===== config.mk =====
export PLATFORM = sky130hd
export DESIGN_NAME = pool_line_streamer
export DESIGN_NICKNAME = d
export VERILOG_FILES = /design/src/rtl/pool_line_streamer.sv
export SDC_FILE = /design/constraint.sdc
export NUM_CORES = 1
export LEC_CHECK = 0
export BUFFER_PORTS_ARGS = -buffer_cell sky130_fd_sc_hd__buf_2
export CAP_MARGIN = 20
export CORE_UTILIZATION = 56
export CTS_CLUSTER_DIAMETER = 200
export DETAILED_ROUTE_END_ITERATION = 8
export HOLD_SLACK_MARGIN = 0.06
export PLACE_DENSITY = 0.83
export SYNTH_ARGS = -nofsm -noshare
export SYNTH_HDL_FRONTEND = slang
export SYNTH_SLANG_ARGS = --single-unit

===== constraint.sdc =====
create_clock -name clk -period 3.8 [get_ports clk]
set_input_delay 0.76 -clock clk [delete_from_list [all_inputs] [get_ports clk]]
set_output_delay 0.76 -clock clk [all_outputs]
set_load 0.05 [all_outputs]

===== src/rtl/pool_line_streamer.sv =====
// Streaming 2x2 stride-2 average-pooling front-end: raster pixels in, one pooled pixel per window out.
// Even-row column-pair sums are held in a half-width line buffer until the matching odd row arrives.
module pool_line_streamer #(
  parameter int DATA_W = 16,
  parameter int IMG_W  = 28,
  parameter int IMG_H  = 28
) (
  input  logic              clk,
  input  logic              rst,
  input  logic              start,
  input  logic              in_valid,
  output logic              in_ready,
  input  logic [DATA_W-1:0] in_pixel,
  output logic              out_valid,
  input  logic              out_ready,
  output logic [DATA_W-1:0] out_pixel,
  output logic              busy,
  output logic              finish
);

  localparam int HALF_W = IMG_W / 2;
  localparam int COL_W  = (IMG_W > 1) ? $clog2(IMG_W) : 1;
  localparam int ROW_W  = (IMG_H > 1) ? $clog2(IMG_H) : 1;
  localparam int IDX_W  = (HALF_W > 1) ? $clog2(HALF_W) : 1;
  localparam logic [COL_W-1:0] COL_LAST = COL_W'(IMG_W - 1);
  localparam logic [ROW_W-1:0] ROW_LAST = ROW_W'(IMG_H - 1);

  typedef enum logic [1:0] {
    IDLE = 2'd0,
    RUN  = 2'd1,
    DONE = 2'd2
  } state_t;

  state_t            state_r;
  logic [COL_W-1:0]  col_r;
  logic [ROW_W-1:0]  row_r;
  logic [DATA_W-1:0] pair_r;
  logic [DATA_W-1:0] lbuf_r [HALF_W];

  logic              accept_s;
  logic [IDX_W-1:0]  idx_s;
  logic [DATA_W-1:0] sum_s;

  assign in_ready = (state_r == RUN) && (!out_valid || out_ready);
  assign busy     = (state_r != IDLE);
  assign accept_s = in_valid && in_ready;
  assign idx_s    = IDX_W'(col_r >> 1);
  // Window sum wraps modulo 2^DATA_W to stay bit-exact with the combinational pooling unit.
  assign sum_s    = lbuf_r[idx_s] + pair_r + in_pixel;

  // Frame FSM, raster counters, pair register and single-entry output register.
  always_ff @(posedge clk) begin
    if (rst) begin
      state_r   <= IDLE;
      col_r     <= {COL_W{1'b0}};
      row_r     <= {ROW_W{1'b0}};
      pair_r    <= {DATA_W{1'b0}};
      out_valid <= 1'b0;
      out_pixel <= {DATA_W{1'b0}};
      finish    <= 1'b0;
    end else begin
      finish <= 1'b0;
      case (state_r)
        IDLE: begin
          if (start) begin
            state_r <= RUN;
            col_r   <= {COL_W{1'b0}};
            row_r   <= {ROW_W{1'b0}};
          end
        end
        RUN: begin
          if (accept_s) begin
            if (col_r == COL_LAST) begin
              col_r <= {COL_W{1'b0}};
              if (row_r == ROW_LAST) begin
                row_r   <= {ROW_W{1'b0}};
                state_r <= DONE;
              end else begin
                row_r <= row_r + {{(ROW_W-1){1'b0}}, 1'b1};
              end
            end else begin
              col_r <= col_r + {{(COL_W-1){1'b0}}, 1'b1};
            end
          end
        end
        DONE: begin
          // finish is raised while still in DONE so a start is only honoured after the pulse.
          if (finish) begin
            state_r <= IDLE;
          end else if (!out_valid || out_ready) begin
            finish <= 1'b1;
          end
        end
        default: state_r <= IDLE;
      endcase

      if (accept_s && !col_r[0]) begin
        pair_r <= in_pixel;
      end

      if (accept_s && row_r[0] && col_r[0]) begin
        out_valid <= 1'b1;
        out_pixel <= {2'b00, sum_s[DATA_W-1:2]};
      end else if (out_ready) begin
        out_valid <= 1'b0;
      end
    end
  end

  // Line buffer holds even-row column-pair sums; contents need no reset.
  always_ff @(posedge clk) begin
    if (accept_s && !row_r[0] && col_r[0]) begin
      lbuf_r[idx_s] <= pair_r + in_pixel;
    end
  end

endmodule

==> results.tsv <==
stage	metric	value	unit
run_status	status	complete, but fails checks	
run_status	failing checks	setup timing	
setup_path	capture instance of the worst register-to-register path	out_pixel[12]$_SDFFE_PP0P_	
place	half-perimeter wire length of the detailed placement result	17.3	mm
setup_path	critical setup path kind	flop to flop	
setup_path	worst reg-to-reg path cell count	12	
clock_tree	CTS H-Tree Depth	1	
setup_path	crit path DAT	4.32	ns
clock_tree	clock tree from TritonCTS	built	
route	count of antenna-violating nets left after detailed routing	0	
synthesis	Warnings, synthesis	0	
floorplanning	initial standard-cell utilization of the core	0.578	
place	total placed instance area	13100	um2
setup_path	Worst Setup EP	out_pixel[12]$_SDFFE_PP0P_	
route	Vias	7516	
synthesis	flip-flop and latch count after synthesis	272	
synthesis	average cell area after synthesis	15.4	um2
cells_and_area	layout overhead on the synthesized area	16.7	%
power	power density over the cells	529	nW/um2
grt	initial antenna violation count	0	
synthesis	main combinational cell family by area after synthesis	multiplexers	
grt	gr usage total	0.268	
synthesis	Synth Area in XOR/XNOR	0.0171	
floorplanning	die height	150	um
synthesis	Post-Synthesis Cells	797	
cells_and_area	Diodes inserted	0	
clock_tree	insertion delay of the later-clocked pin in the worst-skew pair	0.54	ns
floorplanning	full die area	22500	um2
sta	achievable frequency	0.261	GHz
sta	Hold Slack	0.450	ns
run	max-capacitance violation count	0	
setup_path	Worst setup EP type	flop	
synthesis	area of the mapped netlist	12300	um2
clock_tree	maximum clock insertion buffer count	3	
synthesis	synthesized-area fraction occupied by and/or/nand/nor cells	0.0854	
power	IR Drop Worst-Case VDD	0.311	mV
sta	RSZ-0062 raised after global routing	true	
synthesis	synthesized-area fraction occupied by ao, oa, aoi and oai cells	0.0567	
clock_tree	cts bufs inserted	27	
place	count of port buffers added during placement	38	
synthesis	sequential-to-total area share from yosys stat	0.627	
clock_tree	count of clock tree sinks	272	
sta	skew final	0.0131	ns
setup_path	startpoint class of the critical path	flop	
sta	Final Worst Setup Slack	-0.0383	ns
cells_and_area	count of nets after finishing	961	
floorplanning	core area	21200	um2
setup_path	data required time at the worst endpoint	4.28	ns
synthesis	flip-flop cell with the highest count after synthesis	sky130_fd_sc_hd__edfxtp_1	
min_path	number of stages on the worst hold path	2	
grt	maximum number of pins on one net before global-route repair	47	
power	Sw Share	0.271	
place	global placement routability congestion	0.915	
clock_tree	clock-pin slew of the registers on the worst-case setup and hold paths	0.06	ns
sta	slew at the pin closest to its max-slew limit	1.01	ns
setup_path	worst setup slack for register-to-register paths	-0.04	ns
sta	fin. max-slew vios	0	
grt	Global Route met1 Usage	0.356	
setup_path	Top delay family on crit path	multiplexers	
synthesis	number of synthesized flops with an enable pin	224	
min_path	worst hold path type	flop to flop	
grt	number of global-route vias before repair	7482	
setup_path	cell breakdown of the critical path	buf_12 > clkbuf_16 > mux4_2 > mux4_2 > fa_1 > ha_4 > a211oi_4 > o21ai_0 > nor4_1 > a21oi_2 > o311a_1 > nand2_1	
sta	clock period minus final worst setup slack	3.84	ns
power	portion of total power attributed to combinational logic	0.183	
floorplanning	boundary pin count	41	
sta	Hold Violations, Final	0	
sta	final setup fails	3	
synthesis	multiplexer share of the synthesized area	0.134	
route	final routed DRC violation total	0	
setup_path	cell depth of the worst setup path	12	
synthesis	post-synth top area share	0.549	
grt	GR Layer Usage met3	0.0399	
route	drt pass-1 iters	5	
route	Vias/cell	6.32	
sta	total negative setup slack	-0.0959	ns
place	minimum setup slack after placement	-0.00977	ns
power	Static Leakage	4.85	nW
synthesis	library cell with the largest summed area after synthesis	sky130_fd_sc_hd__edfxtp_1	
setup_path	largest fanout on the critical path	6	
grt	wire length of the first global-routing pass	43.7	mm
power	part of the power in the clock network	0.352	
setup_path	most frequent CP cell	sky130_fd_sc_hd__mux4_2	
route	violation count after the first detailed-routing iteration	719	
cells_and_area	layout cells sized above 1	0.291	
route	detailed-route wire length	29.7	mm
setup_path	sum of buffers and inverters on the critical path	2	
synthesis	share of flip-flops with an asynchronous set or reset after synthesis	0	
sta	max_slew headroom	0.322	
clock_tree	number of buffers inserted by hold repair at cts	0	
cells_and_area	cell area after layout	14300	um2
grt	Top Usage Layer GRT	met2	
floorplanning	num rows	53	
synthesis	adder-cell area share of the yosys netlist	0.0567	
power	Switching Power	0.00205	W
sta	final worst-path cycle share	1.01	
setup_path	delay of the slowest critical-path stage	0.55	ns
grt	overall overflow remaining after global route	0	
grt	global-route track usage on met2	0.444	
setup_path	slowest cell on the critical path	sky130_fd_sc_hd__fa_1	
power	Sequential Power Share	0.465	
clock_tree	Clk Tree Root Cell	sky130_fd_sc_hd__clkbuf_16	
route	Avg WL per Cell	25.0	um
power	internal power contribution	0.00552	W
synthesis	number of distinct standard cells referenced by the synthesized netlist	68	
synthesis	synth top area cells	sky130_fd_sc_hd__edfxtp_1 55%, sky130_fd_sc_hd__mux4_2 11%, sky130_fd_sc_hd__dfxtp_1 7.8%	
floorplanning	width of the die	150	um
[cell families (layout without fill, tap and decap cells)]
group           after synthesis  in the layout
flops                       272            272
simple gates                206            206
compound gates              110            110
mux                          87             87
buf+inv                      51            168
fa+ha+maj                    46             46
xor+xnor                     24             24
other cells                   1              2
[cell usage after synthesis, drive strengths merged (15+ instances only)]
master  number
edfxtp     224
buf         18
o21ai       15
nand3       16
xnor2       15
fa          16
nand2       70
nor2        45
mux2        16
mux4        60
a21oi       44
clkbuf      19
ha          30
dfxtp       48
[placed cells by master, fill, tap and decap left out, drive strengths merged, types with 4 or more instances in the layout]
cell type    n
clkbuf      32
o21ai       15
or3          9
clkinv      14
edfxtp     224
dfxtp       48
nand3       16
a21oi       44
o21a         4
o211ai       5
o21bai       4
nand4        5
mux2        16
nor3        13
inv         16
nor4         7
mux2i       11
nor2        45
a22oi        4
a31oi        8
xnor2       15
xor2         9
nand4b       4
mux4        60
nor2b        6
fa          16
a21o         4
ha          30
and3         5
o22ai        4
nand2       70
nand2b       8
a211oi       4
buf        102
[power by group through the flow]
| stage | registers [W] | logic, W | clock network [W] |
|---|---|---|---|
| floorplan | 0.00357 | 0.000872 | 0 |
| global placement | 0.00358 | 0.00118 | 0 |
| detailed placement | 0.00359 | 0.00122 | 0 |
| CTS | 0.00352 | 0.00125 | 0.00266 |
| global route | 0.00353 | 0.00151 | 0.00279 |
| finish | 0.00352 | 0.00139 | 0.00266 |
[metrics by stage]
stage	utilization	instances	power (W)
2_1_floorplan	-	798	0.00444
5_1_grt	0.674	1190	0.00782
4_1_cts	0.660	1178	0.00743
3_3_place_gp	0.618	1128	0.00476
6_report	0.674	1190	0.00757
3_5_place_dp	0.618	1128	0.00480
[metal layers]
metal  up-vias  share of wire
met5         -              0
met4         0          0.035
met3        79          0.094
met2       406           0.49
met1      3737           0.38
li1       3294              -
[layout make-up]
class / count / area [um2]
fillers: 1335 / 6910
well taps: 275 / 344
flip-flops and latches: 272 / 7690
repair buffers: 104 / 825
clock buffers: 30 / 687
inverters: 14 / 52.6
multi-input cells: 475 / 4520
clock inverters: 20 / 184
[how the worst min path moves through the flow]
stage                                         start                   endpoint  slack (ns)
after global routing      out_pixel[7]$_SDFFE_PP0P_  out_pixel[7]$_SDFFE_PP0P_        0.48
after global placement    out_pixel[5]$_SDFFE_PP0P_  out_pixel[5]$_SDFFE_PP0P_        0.43
after CTS                 out_pixel[7]$_SDFFE_PP0P_  out_pixel[7]$_SDFFE_PP0P_        0.45
after detailed placement  out_pixel[7]$_SDFFE_PP0P_  out_pixel[7]$_SDFFE_PP0P_        0.44
final                     out_pixel[5]$_SDFFE_PP0P_  out_pixel[5]$_SDFFE_PP0P_        0.45
after floorplan              pair_r[0]$_SDFFE_PP0P_     pair_r[0]$_SDFFE_PP0P_        0.44
[worst reg2reg max path: cells and delay by family (launching register included)]
kind,cells,cell delay [ns]
AOI/OAI and AO/OA,4,0.93
adders and majority gates,2,0.79
buffers and inverters,2,0.29
DFF,1,0.39
muxes,2,1.03
and+or+nand+nor,2,0.38
[registers in the layout (all words and copies together) (netlist names), named ones only]
signal	flops
lbuf_r	224
state_r	2
out_pixel	14
pair_r	16
col_r	5
out_valid	1
finish	1
row_r	5
[what timing repair did]
action | in CTS | in global routing
cloned | 0 | 2
gates resized for setup | 4 | 28
setup buffers | 0 | 9
pin swaps | 0 | 13
endpoints found under the setup margin | 4 | 9
No activity file was read; power rests on OpenSTA's default activity.
